--- src/rtl/mdio_multi_master_if.sv ---
// Command/response port of the multi-channel MDIO engine.
// The master side (register block) offers commands and takes responses;
// the slave side is the MDIO engine itself.
interface mdio_multi_master_if #(
  parameter int CHANNELS = 2
);
  logic [CHANNELS-1:0]    cmd_mask;
  logic                   cmd_c45;
  logic [1:0]             cmd_opcode;
  logic [4:0]             cmd_phy_addr;
  logic [4:0]             cmd_reg_addr;
  logic [15:0]            cmd_data;
  logic                   cmd_valid;
  logic                   cmd_ready;
  logic [16*CHANNELS-1:0] rsp_rdata;
  logic [CHANNELS-1:0]    rsp_err;
  logic                   rsp_valid;
  logic                   rsp_ready;

  modport master (
    output cmd_mask, cmd_c45, cmd_opcode, cmd_phy_addr, cmd_reg_addr, cmd_data, cmd_valid,
    input  cmd_ready,
    input  rsp_rdata, rsp_err, rsp_valid,
    output rsp_ready
  );

  modport slave (
    input  cmd_mask, cmd_c45, cmd_opcode, cmd_phy_addr, cmd_reg_addr, cmd_data, cmd_valid,
    output cmd_ready,
    output rsp_rdata, rsp_err, rsp_valid,
    input  rsp_ready
  );
endinterface

--- src/rtl/mdio_multi_master.sv ---
// Multi-channel MDIO engine: one command drives a Clause 22 or Clause 45
// frame onto every channel selected by cmd_mask in lock-step. Reads sample
// all selected channels in parallel and report per-channel data and a
// missing-turnaround-ack flag.
module mdio_multi_master #(
  parameter int CHANNELS       = 2,
  parameter int PRESCALE_WIDTH = 8,
  parameter bit CLAUSE45_EN    = 1'b1
) (
  input  logic                      clk,
  input  logic                      rst,
  mdio_multi_master_if.slave        bus,
  input  logic [PRESCALE_WIDTH-1:0] prescale,
  input  logic                      no_preamble,
  output logic                      busy,
  output logic [CHANNELS-1:0]       mdc_o,
  input  logic [CHANNELS-1:0]       mdio_i,
  output logic [CHANNELS-1:0]       mdio_o,
  output logic [CHANNELS-1:0]       mdio_t
);

  typedef enum logic [1:0] {IDLE, PRE, FRAME, RESP} state_t;

  state_t                        state;
  logic [CHANNELS-1:0]           mask_q;
  logic [PRESCALE_WIDTH-1:0]     half_q;     // MDC half period latched at accept
  logic [PRESCALE_WIDTH-1:0]     div_cnt;
  logic                          mdc_hi;     // current bit is in its high phase
  logic                          rd_q;
  logic [4:0]                    bit_idx;    // frame bit index, 31 sent first
  logic [31:0]                   frame_q;
  logic [CHANNELS-1:0][15:0]     rd_sh;
  logic [CHANNELS-1:0]           err_sh;

  // Decode of the offered command; Clause 45 is only honoured when enabled.
  logic                      c45_eff;
  logic                      cmd_is_read;
  logic [31:0]               cmd_frame;
  logic [PRESCALE_WIDTH-1:0] half_cyc;
  logic                      half_done;
  logic [4:0]                nxt_idx;

  assign c45_eff     = bus.cmd_c45 & CLAUSE45_EN;
  assign cmd_is_read = c45_eff ? bus.cmd_opcode[1] : (bus.cmd_opcode == 2'b10);
  assign cmd_frame   = {(c45_eff ? 2'b00 : 2'b01), bus.cmd_opcode, bus.cmd_phy_addr,
                        bus.cmd_reg_addr, 2'b10, (cmd_is_read ? 16'h0000 : bus.cmd_data)};
  assign half_cyc    = (prescale == '0) ? PRESCALE_WIDTH'(1) : prescale;
  assign half_done   = (div_cnt == half_q - PRESCALE_WIDTH'(1));
  assign nxt_idx     = bit_idx - 5'd1;

  // Frame sequencer: command accept, MDC generation, shifting and sampling.
  // NOTE: every register here uses <= so all state advances together on the
  // clock edge; the read shift registers are reset too, so an aborted frame
  // never leaks stale data into the next response.
  always_ff @(posedge clk or posedge rst) begin
    if (rst) begin
      state         <= IDLE;
      mask_q        <= '0;
      half_q        <= PRESCALE_WIDTH'(1);
      div_cnt       <= '0;
      mdc_hi        <= 1'b0;
      rd_q          <= 1'b0;
      bit_idx       <= '0;
      frame_q       <= '0;
      rd_sh         <= '0;
      err_sh        <= '0;
      busy          <= 1'b0;
      mdc_o         <= '0;
      mdio_o        <= '1;
      mdio_t        <= '1;
      bus.cmd_ready <= 1'b0;
      bus.rsp_valid <= 1'b0;
      bus.rsp_rdata <= '0;
      bus.rsp_err   <= '0;
    end else begin
      case (state)
        IDLE: begin
          if (bus.cmd_valid && bus.cmd_ready) begin
            mask_q  <= bus.cmd_mask;
            half_q  <= half_cyc;
            rd_q    <= cmd_is_read;
            frame_q <= cmd_frame;
            bit_idx <= 5'd31;
            div_cnt <= '0;
            mdc_hi  <= 1'b0;
            rd_sh   <= '0;
            err_sh  <= '0;
            if (bus.cmd_mask == '0) begin
              // Nothing to clock out: a read answers at once with zeros.
              if (cmd_is_read) begin
                state         <= RESP;
                bus.cmd_ready <= 1'b0;
                bus.rsp_valid <= 1'b1;
                bus.rsp_rdata <= '0;
                bus.rsp_err   <= '0;
              end
            end else begin
              state         <= no_preamble ? FRAME : PRE;
              busy          <= 1'b1;
              bus.cmd_ready <= 1'b0;
              mdio_t        <= ~bus.cmd_mask;
              mdio_o        <= (no_preamble ? {CHANNELS{cmd_frame[31]}} : '1) | ~bus.cmd_mask;
            end
          end else begin
            bus.cmd_ready <= 1'b1;
          end
        end

        PRE, FRAME: begin
          if (!half_done) begin
            div_cnt <= div_cnt + 1'b1;
          end else begin
            div_cnt <= '0;
            if (!mdc_hi) begin
              // Rising MDC: PHY data is sampled here.
              mdc_hi <= 1'b1;
              mdc_o  <= mask_q;
              if (state == FRAME && rd_q) begin
                if (bit_idx == 5'd16) err_sh <= mdio_i & mask_q;
                if (bit_idx < 5'd16) begin
                  for (int i = 0; i < CHANNELS; i++)
                    rd_sh[i] <= {rd_sh[i][14:0], mdio_i[i] & mask_q[i]};
                end
              end
            end else begin
              // Falling MDC: present the next bit or close the frame.
              mdc_hi <= 1'b0;
              mdc_o  <= '0;
              if (bit_idx != 5'd0) begin
                bit_idx <= nxt_idx;
                mdio_o  <= ((state == FRAME) ? {CHANNELS{frame_q[nxt_idx]}} : '1) | ~mask_q;
                if (state == FRAME && rd_q && nxt_idx == 5'd17) mdio_t <= '1;
              end else if (state == PRE) begin
                state   <= FRAME;
                bit_idx <= 5'd31;
                mdio_o  <= {CHANNELS{frame_q[31]}} | ~mask_q;
              end else begin
                busy   <= 1'b0;
                mdio_t <= '1;
                mdio_o <= '1;
                if (rd_q) begin
                  state         <= RESP;
                  bus.rsp_valid <= 1'b1;
                  bus.rsp_rdata <= rd_sh;
                  bus.rsp_err   <= err_sh;
                end else begin
                  state         <= IDLE;
                  bus.cmd_ready <= 1'b1;
                end
              end
            end
          end
        end

        RESP: begin
          if (bus.rsp_ready) begin
            state         <= IDLE;
            bus.rsp_valid <= 1'b0;
            bus.cmd_ready <= 1'b1;
          end
        end

        default: state <= IDLE;
      endcase
    end
  end

endmodule

--- src/flat_wrapper.sv ---
// flat-port wrapper written by rule: the top's interface ports become plain ports
module mdio_multi_master_flat 
#(
  parameter int CHANNELS       = 2,
  parameter int PRESCALE_WIDTH = 8,
  parameter bit CLAUSE45_EN    = 1'b1
)
  (clk, rst, prescale, no_preamble, busy, mdc_o, mdio_i, mdio_o, mdio_t, bus_cmd_mask, bus_cmd_c45, bus_cmd_opcode, bus_cmd_phy_addr, bus_cmd_reg_addr, bus_cmd_data, bus_cmd_valid, bus_cmd_ready, bus_rsp_rdata, bus_rsp_err, bus_rsp_valid, bus_rsp_ready);
  mdio_multi_master_if #(.CHANNELS(CHANNELS)) bus_i ();
  input  logic clk;
  input  logic rst;
  input  logic [PRESCALE_WIDTH-1:0] prescale;
  input  logic no_preamble;
  output logic busy;
  output logic [CHANNELS-1:0] mdc_o;
  input  logic [CHANNELS-1:0] mdio_i;
  output logic [CHANNELS-1:0] mdio_o;
  output logic [CHANNELS-1:0] mdio_t;
  input wire logic [$bits(bus_i.cmd_mask)-1:0] bus_cmd_mask;
  input wire logic [$bits(bus_i.cmd_c45)-1:0] bus_cmd_c45;
  input wire logic [$bits(bus_i.cmd_opcode)-1:0] bus_cmd_opcode;
  input wire logic [$bits(bus_i.cmd_phy_addr)-1:0] bus_cmd_phy_addr;
  input wire logic [$bits(bus_i.cmd_reg_addr)-1:0] bus_cmd_reg_addr;
  input wire logic [$bits(bus_i.cmd_data)-1:0] bus_cmd_data;
  input wire logic [$bits(bus_i.cmd_valid)-1:0] bus_cmd_valid;
  output wire logic [$bits(bus_i.cmd_ready)-1:0] bus_cmd_ready;
  output wire logic [$bits(bus_i.rsp_rdata)-1:0] bus_rsp_rdata;
  output wire logic [$bits(bus_i.rsp_err)-1:0] bus_rsp_err;
  output wire logic [$bits(bus_i.rsp_valid)-1:0] bus_rsp_valid;
  input wire logic [$bits(bus_i.rsp_ready)-1:0] bus_rsp_ready;
  assign bus_i.cmd_mask = bus_cmd_mask;
  assign bus_i.cmd_c45 = bus_cmd_c45;
  assign bus_i.cmd_opcode = bus_cmd_opcode;
  assign bus_i.cmd_phy_addr = bus_cmd_phy_addr;
  assign bus_i.cmd_reg_addr = bus_cmd_reg_addr;
  assign bus_i.cmd_data = bus_cmd_data;
  assign bus_i.cmd_valid = bus_cmd_valid;
  assign bus_cmd_ready = bus_i.cmd_ready;
  assign bus_rsp_rdata = bus_i.rsp_rdata;
  assign bus_rsp_err = bus_i.rsp_err;
  assign bus_rsp_valid = bus_i.rsp_valid;
  assign bus_i.rsp_ready = bus_rsp_ready;
  mdio_multi_master #(.CHANNELS(CHANNELS), .PRESCALE_WIDTH(PRESCALE_WIDTH), .CLAUSE45_EN(CLAUSE45_EN)) u_core (.clk(clk), .rst(rst), .bus(bus_i), .prescale(prescale), .no_preamble(no_preamble), .busy(busy), .mdc_o(mdc_o), .mdio_i(mdio_i), .mdio_o(mdio_o), .mdio_t(mdio_t));
endmodule
--- config.mk ---
export PLATFORM = sky130hd
export DESIGN_NAME = mdio_multi_master_flat
export DESIGN_NICKNAME = d
export VERILOG_FILES = /design/src/rtl/mdio_multi_master_if.sv /design/src/rtl/mdio_multi_master.sv /design/src/flat_wrapper.sv
export SDC_FILE = /design/constraint.sdc
export NUM_CORES = 1
export LEC_CHECK = 0
export ABC_AREA = 1
export CORE_MARGIN = 10
export CORE_UTILIZATION = 42
export DETAILED_ROUTE_END_ITERATION = 8
export PLACE_DENSITY = 0.72
export SYNTH_ARGS = -nofsm -noshare
export SYNTH_HDL_FRONTEND = slang
export SYNTH_SLANG_ARGS = --single-unit
--- constraint.sdc ---
create_clock -name clk -period 13.73 [get_ports clk]
set_input_delay 4.119 -clock clk [delete_from_list [all_inputs] [get_ports clk]]
set_output_delay 4.119 -clock clk [all_outputs]
set_load 0.1 [all_outputs]
### Word level (Yosys, flattened, before mapping)

Cells that the tools add are included.

| storage, ports and cells | value |
|---|---|
| bits in registers | 135 |
| bits of input ports | 46 |
| output and inout port bits | 43 |
| logic and storage cells | 187 |

| operators by class | value |
|---|---|
| add/subtract/negate cells | 3 |
| magnitude comparators | 2 |
| eq/ne operators | 27 |
| mux-type cells | 105 |
| bitwise operators | 8 |
| reductions and logical operators | 23 |

Operators with widths:

| cell | count |
|---|---|
| $mux 32 | 13 |
| $pmux 32 s2 | 2 |
| $mux 2 | 39 |
| $mux 1 | 30 |
| $mux 5 | 5 |
| $mux 8 | 3 |
| $reduce_and 7->1 | 3 |
| $ne 2x1->1 const B | 9 |
| $reduce_and 6->1 | 3 |
| $reduce_and 9->1 | 2 |
| $mux 16 | 1 |
| $pmux 2 s2 | 4 |
| $pmux 8 s2 | 1 |
| $ne 2x2->1 const B | 6 |
| $eq 5x5->1 const B | 2 |
| $pmux 5 s2 | 1 |
| $reduce_and 5->1 | 2 |
| $add 8x1->8 const B | 1 |
| $eq 8x8->1 | 1 |
| $logic_not 8->1 | 1 |
| $sub 8x1->8 const B | 1 |
| $eq 2x2->1 const B | 3 |
| $lt 5x6->1 const B | 1 |
| $ne 3x2->1 const B | 2 |
| 21 further kinds | 32 |

### Logic depth before layout (Yosys ltp)

Gate-level depths: netlist of the first run.

| depth | value |
|---|---|
| word-level depth | 9 |
| gate-level depth with buffers | 17 |
| gate-level depth less buffers | 15 |

### Worst setup path before layout of the first run

OpenSTA, ideal clock, no wires.

| timing path | value |
|---|---|
| path type | input to register |
| start point | in bus_cmd_valid |
| end point | reg u_core.frame_q[0] |
| setup time | 83 ps |
| arrival time | 5,351 ps |
| data required time | 13,647 ps |
| slack | 8,296 ps |
| stages on the path | 7 |
| buffers on the path | 1 |
| path through | nand2_1 -> nor2_1 -> inv_1 -> nor2_1 -> clkbuf_1 -> nand2_1 -> o21ai_0 |

| on the way | value |
|---|---|
| word-level cells in the longest chain between the ends | 2 |

RTL lines:

| what | line | text |
|---|---|---|
| from (decl) | flat_wrapper.sv:25 | `input wire logic [$bits(bus_i.cmd_valid)-1:0] bus_cmd_valid;` |
| $logic_and 1x1->1 | mdio_multi_master.sv:78 | `if (bus.cmd_valid && bus.cmd_ready) begin` |
| $reduce_and 2->1 (no line) | - |  |
| to (signal assigned) | mdio_multi_master.sv:82 | `frame_q <= cmd_frame;` |
| to (decl) | mdio_multi_master.sv:31 | `logic [31:0] frame_q;` |

No other way between the ends.
A chain may end at the register's enable or synchronous reset.

### Worst setup path in the final report of the first run

| timing path | value |
|---|---|
| start point | in bus_cmd_valid |
| end point | reg u_core.bus.rsp_rdata[21] |

| on the way | value |
|---|---|
| word-level cells in the longest chain between the ends | 3 |

RTL lines:

| what | line | text |
|---|---|---|
| $logic_and 1x1->1 | mdio_multi_master.sv:78 |  |
| $ne 2x1->1 (no line) | - |  |
| $reduce_and 9->1 (no line) | - |  |
| to (signal assigned) | mdio_multi_master.sv:144 | `bus.rsp_rdata <= rd_sh;` |
| to (decl) | mdio_multi_master_if.sv:30 | `output rsp_rdata, rsp_err, rsp_valid,` |

No other way between the ends.

==> metrics, run 1 <==
I/O pins=89; WP buf/inv=3; clock tree buffer depth=2; routed len/inst=13.9 µm; RSZ-0062 raised after global routing=no; actual slew at the worst max-slew pin=1.16 ns; Core ar.=14600 µm²; Yosys cell types=35; Clock Skew=0.00466 ns; grt ovf=0; CP Class=in2reg; final wirelength=14500 µm; CTS tree=built; Final Max Slew Viols=0; DRC=0; buffers inserted by post-CTS timing repair=0; CTS Sinks=134; CP Cell Sequence=clkdlybuf4s50_1 > nand2_1 > inv_1 > nor2_1 > nor2_1 > nand2_4 > clkinv_2 > nand2_2 > nand2_1 > o21ai_2; post-route ant nets=0; CP Depth=10; Worst slew margin=0.225; vias in the first global route=5192; PortBufs=88; #FFs+latches synth=134; fin worst setup slack=7.16 ns; Worst Setup End Kind=register; Worst Hold Class=reg2reg; worst path required time=14.00 ns; post-DP HPWL=10100 µm; syn_nets=825; worst slack at placement=6.73 ns; Cell Rows=44; CTS H-Tree Depth=4; CTS root buf=clkbuf_16; Clock Pin Slew Worst Setup and Hold Paths=0.06 ns; 1st-iter DRT viols=502; Worst Path Arrival=6.84 ns; cts repair resizes=0; crit share post-route=0.479; Max-Cap Viols=0; full die area=20200 µm²; Hold Fails Final Rpt=0; Die X=142 µm; CP max stage cell=nand2_2; via count=5131; Seq/Total Area, Yosys=0.536; Mean Syn Cell Area=8.16 µm²; Hold Crit Depth=1; leakage power=0.00366 µW; CP startpoint kind=input port; status=finished, final reports clean; final hold slack=0.468 ns; layout cell share with drive strength beyond 1=0.0662; router iterations before antenna repair=4; Filler cells=1304; worst r2r path cells=11; # setup viols final=0; clock period minus worst slack=6.57 ns; CP max FO=68; Syn Inst Count=769; largest net degree at the start of global routing=69; Max stage delay on crit path=0.66 ns; global-route wire length before repair=24700 µm; setup TNS=0 ns; Cell Area, Synth=6270 µm²; antenna violations before repair=0; die height=142 µm; Max VDD drop=0.110 mV; Top delay family on crit path=simple AND/OR/NAND/NOR gates; Num CTS Buffers=17; post-DR vias/cell=4.91; Final #Nets=904; achievable frequency=0.152 GHz; # hold bufs at CTS=0; Area growth syn-to-layout=25.6%; GRT Util Overall=0.149; Power Density=238 nW/µm²; synth warn=0; Antenna Cells=0; Initial Util=0.430; placer congestion estimate=0.851; worst skew pair latency=0.42 ns
kinds of logic after synthesis:
family / count (synthesis) / synth area share
simple gates: 367 / 0.241
compound gates: 139 / 0.117
flops: 134 / 0.536
buf+inv: 108 / 0.0704
xor+xnor: 11 / 0.0154
fa+ha+maj: 10 / 0.0199
power breakdown:
part | total, µW | switching, µW | leakage [µW] | internal (µW)
clock network | 469 | 169 | 0.000292 | 300
registers | 575 | 69.8 | 0.00177 | 505
logic | 833 | 609 | 0.00160 | 224
through the flow:
stage	util	instances	instance area (µm²)	total power [µW]
floorplan	-	769	6270	1220
global placement	0.498	1013	7260	1400
detailed placement	0.498	1013	7260	1410
CTS	0.540	1045	7880	1890
global route	0.540	1045	7880	2020
finish	0.540	1045	7880	1880
layout by cell type, fill, tap and decap left out, types with 3 or more instances in the layout:
cell / n
nor2_1: 29
clkbuf_8: 3
nor2_2: 4
xnor2_1: 3
dfstp_2: 5
dfrtp_1: 129
clkinv_2: 3
buf_4: 3
clkbuf_16: 17
bufinv_16: 3
o21ai_2: 4
clkinvlp_4: 4
a21oi_1: 8
o21ai_0: 98
nor3_1: 5
nand2_4: 3
o21ai_1: 19
clkdlybuf4s50_1: 88
ha_1: 10
inv_1: 73
nand3_1: 47
nand2_1: 264
xor2_1: 8
nand4_1: 9
metal layers:
layer / up-vias / part of all wire / GRT usage
met5: - / 0 / 0
met4: 0 / 0.013 / 0.0533
met3: 18 / 0.045 / 0.0387
met2: 87 / 0.50 / 0.247
met1: 2405 / 0.44 / 0.184
li1: 2621 / - / -
final cells by class:
class	count	area (µm²)	area share
well taps	184	230	0.0292
clock buffers	21	470	0.0597
flip-flops and latches	134	3360	0.426
multi-input cells	527	2470	0.314
repair buffers	91	903	0.115
clock inverters	11	148	0.0187
inverters	77	293	0.0372
cells in the mapped netlist (all sizes together):
master | count | area share
or2 | 1 | 0.0010
nor3 | 5 | 0.0040
o22ai | 2 | 0.0020
nor4 | 1 | 0.0010
clkinv | 3 | 0.0020
nor2 | 33 | 0.021
dfstp | 5 | 0.021
dfrtp | 129 | 0.51
o31ai | 1 | 0.0012
inv | 74 | 0.044
a22o | 2 | 0.0028
a31oi | 1 | 0.0010
xnor2 | 3 | 0.0042
a21oi | 9 | 0.0078
o21ai | 121 | 0.099
clkbuf | 18 | 0.011
nand4 | 9 | 0.0090
nand3 | 48 | 0.039
o21a | 1 | 0.0012
buf | 13 | 0.013
and3 | 1 | 0.0010
nand2 | 269 | 0.17
xor2 | 8 | 0.011
o211ai | 1 | 0.0012
ha | 10 | 0.020
a211oi | 1 | 0.0012
registers in the layout, summed over array words and instances, names as in the netlist, 2 cells and up:
name,cells
u_core.bus.rsp_rdata,32
u_core.rd_sh,32
u_core.frame_q,30
u_core.div_cnt,8
u_core.half_q,8
u_core.bit_idx,5
u_core.bus.rsp_err,2
u_core.err_sh,2
u_core.mask_q,2
u_core.mdc_o,2
u_core.mdio_o,2
u_core.mdio_t,2
u_core.state,2
final timing paths:
check	startpoint	end	slack, ns
max in group asynchronous	rst	u_core.frame_q[17]	8.12
worst min register to register	u_core.frame_q[17]	u_core.frame_q[17]	0.47
worst min-delay path	u_core.frame_q[17]	u_core.frame_q[17]	0.47
min in group asynchronous	rst	u_core.bus.rsp_rdata[15]	4.22
worst max register to register	u_core.bit_idx[0]	u_core.bus.rsp_rdata[21]	10.11
worst max-delay path	bus_cmd_valid	u_core.bus.rsp_rdata[21]	7.16
(Power assumes the default switching activity.)
==> inputs of run 2 (changes only) <==
PLACE_DENSITY = 0.75   (was 0.72)
clock period = 5.6 ns   (was 13.73 ns; I/O delays follow)
==> run 2 against run 1 <==
  * First-iteration DRC count decreased by 17%
  * Via count decreased by 0.12%
  * Sequential power rose by 150%
  * Clock-buffer cell count increased by 3
  * Die area is the same
  * Clock power is 120% higher
  * Highest routed layer unchanged
==> metrics, run 2 (synthesized netlist as in run 1, its figures left out) <==
status=finished, final reports clean (unchanged); Largest regs=u_core.bus.rsp_rdata: 32 flops, u_core.rd_sh: 32 flops, u_core.frame_q: 30 flops (unchanged); # setup viols final=0 (unchanged); cts repair resizes=0 (unchanged); grt ovf=0 (unchanged); Cell Rows=44 (unchanged); DRC=0 (unchanged); full die area=20200 µm² (unchanged); Top delay family on crit path=buffers and inverters (was simple AND/OR/NAND/NOR gates); Max-Cap Viols=0 (unchanged); die height=142 µm (unchanged); Worst Hold Class=reg2reg (unchanged); RSZ-0062 raised after global routing=no (unchanged); final wirelength=14400 µm (was 14500 µm); Final Cell Area=7830 µm² (was 7880 µm²); layout cell share with drive strength beyond 1=0.0626 (was 0.0662); via count=5125 (was 5131); achievable frequency=0.263 GHz; post-DP HPWL=10100 µm (about the same); final hold slack=0.469 ns (was 0.468 ns); Clock Pin Slew Worst Setup and Hold Paths=0.06 ns (about the same); Die X=142 µm (unchanged); leakage power=0.00363 µW (was 0.00366 µW); Placed Area=7290 µm² (was 7260 µm²); Max stage delay on crit path=1.17 ns (was 0.66 ns); WP buf/inv=1 (was 3); Max VDD drop=0.295 mV (was 0.110 mV); # hold bufs at CTS=0 (unchanged); Area growth syn-to-layout=24.8% (was 25.6%); CP Class=reg2out (was in2reg); clock period minus worst slack=3.81 ns; Final #Nets=906 (was 904); crit share post-route=0.680; post-route ant nets=0 (unchanged); CP max FO=2 (was 68); largest net degree at the start of global routing=76 (was 69); global-route wire length before repair=24500 µm (was 24700 µm); worst skew pair latency=0.42 ns (about the same); CTS H-Tree Depth=4 (unchanged); CTS root buf=clkbuf_16 (unchanged); CP startpoint kind=register (was input port); actual slew at the worst max-slew pin=1.12 ns (was 1.16 ns); Worst Setup End Kind=output port (was register); router iterations before antenna repair=5 (was 4); most frequent cells in the layout=nand2_1 (264), dfrtp_1 (129), o21ai_0 (98) (unchanged); Core ar.=14600 µm² (unchanged); Initial Util=0.430 (unchanged); vias in the first global route=5101 (was 5192); Final Max Slew Viols=0 (unchanged); CTS tree=built (unchanged); placer congestion estimate=0.869 (was 0.851); CP Cell Sequence=clkdlybuf4s50_1 (was clkdlybuf4s50_1 > nand2_1 > inv_1 > nor2_1 > nor2_1 > nand2_4 > clkinv_2 > nand2_2 > nand2_1 > o21ai_2); leading cell type in the layout, fill and taps excluded=nand2_1 (unchanged); CTS Sinks=134 (unchanged); GRT Util Overall=0.147 (was 0.149); setup TNS=0 ns (unchanged); Hold Fails Final Rpt=0 (unchanged); clock tree buffer depth=2 (unchanged); post-DR vias/cell=4.89 (was 4.91); Worst Path Arrival=2.13 ns (was 6.84 ns); Clock Skew=0.00789 ns (was 0.00466 ns); Worst slew margin=0.249 (was 0.225); Power Density=572 nW/µm² (was 238 nW/µm²); Num CTS Buffers=17 (unchanged); 1st-iter DRT viols=418 (was 502); antenna violations before repair=0 (unchanged); routed len/inst=13.8 µm (was 13.9 µm); Antenna Cells=0 (unchanged); PortBufs=88 (unchanged); worst path required time=3.92 ns (was 14.00 ns); buffers inserted by post-CTS timing repair=0 (unchanged); CP max stage cell=clkdlybuf4s50_1 (was nand2_2); I/O pins=89 (unchanged)
run 2: changes by cell type in the layout (fill, tap and decap cells not counted):
cell	before	now
clkinvlp_4	4	3
clkbuf_8	3	1
clkbuf_1	1	6
buf_12	0	1
buf_4	3	4
bufinv_16	3	1
run 2: worst paths after layout:
| kind | startpoint | to | slack (ns) | depth (start not counted) |
|---|---|---|---|---|
| worst max-delay path | u_core.mdio_o[1] | mdio_o[1] | 1.79 | 1 |
| worst min-delay path | u_core.mdio_o[1] | u_core.mdio_o[1] | 0.47 | 2 |
| worst max register to register | u_core.bit_idx[0] | u_core.bus.rsp_rdata[1] | 2.04 | 11 |
| worst min register to register | u_core.mdio_o[1] | u_core.mdio_o[1] | 0.47 | 2 |
| max in group asynchronous | rst | u_core.half_q[0] | 2.89 | 3 |
| min in group asynchronous | rst | u_core.bus.rsp_rdata[13] | 1.83 | 2 |
run 2: metal layers:
metal | track usage | share of wire
met2 | 0.235 | 0.49
met1 | 0.185 | 0.45
met3 | 0.0370 | 0.045
met4 | 0.0656 | 0.017
met5 | 0 | 0
run 2: final cells by class:
type                       instances  area (µm²)
timing repair buffer              93         931
multi-input combinational        527        2470
fill                            1293        6760
sequential                       134        3360
inverter                          77         293
clock inverter                     8        80.1
tap                              184         230
clock buffer                      24         462
run 2: worst reg2reg max path: cells and delay by family, from the launching register on:
| family | cells | cell delay [ns] |
|---|---|---|
| AO/OA/AOI/OAI | 1 | 0.13 |
| AND/OR/NAND/NOR | 8 | 1.59 |
| flip-flops | 1 | 0.67 |
| buffers and inverters | 1 | 0.62 |
| adder cells (fa/ha/maj) | 1 | 0.44 |
run 2: per-stage QoR:
stage / total power [µW] / setup slack (ns) / utilization / std cells
2_1_floorplan: 2990 / 0.346 / - / 769
3_3_place_gp: 3430 / 1.49 / 0.499 / 1015
3_5_place_dp: 3460 / 1.38 / 0.499 / 1015
4_1_cts: 4510 / 1.77 / 0.537 / 1047
5_1_grt: 4840 / 1.52 / 0.537 / 1047
6_report: 4480 / 1.79 / 0.537 / 1047
run 2: power breakdown:
| group | leakage, µW | internal, µW | switching (µW) | total [µW] |
|---|---|---|---|---|
| Sequential | 0.00177 | 1240 | 171 | 1410 |
| Clock | 0.000255 | 622 | 402 | 1020 |
| Combinational | 0.00161 | 559 | 1480 | 2040 |
| Total | 0.00363 | 2420 | 2060 | 4480 |
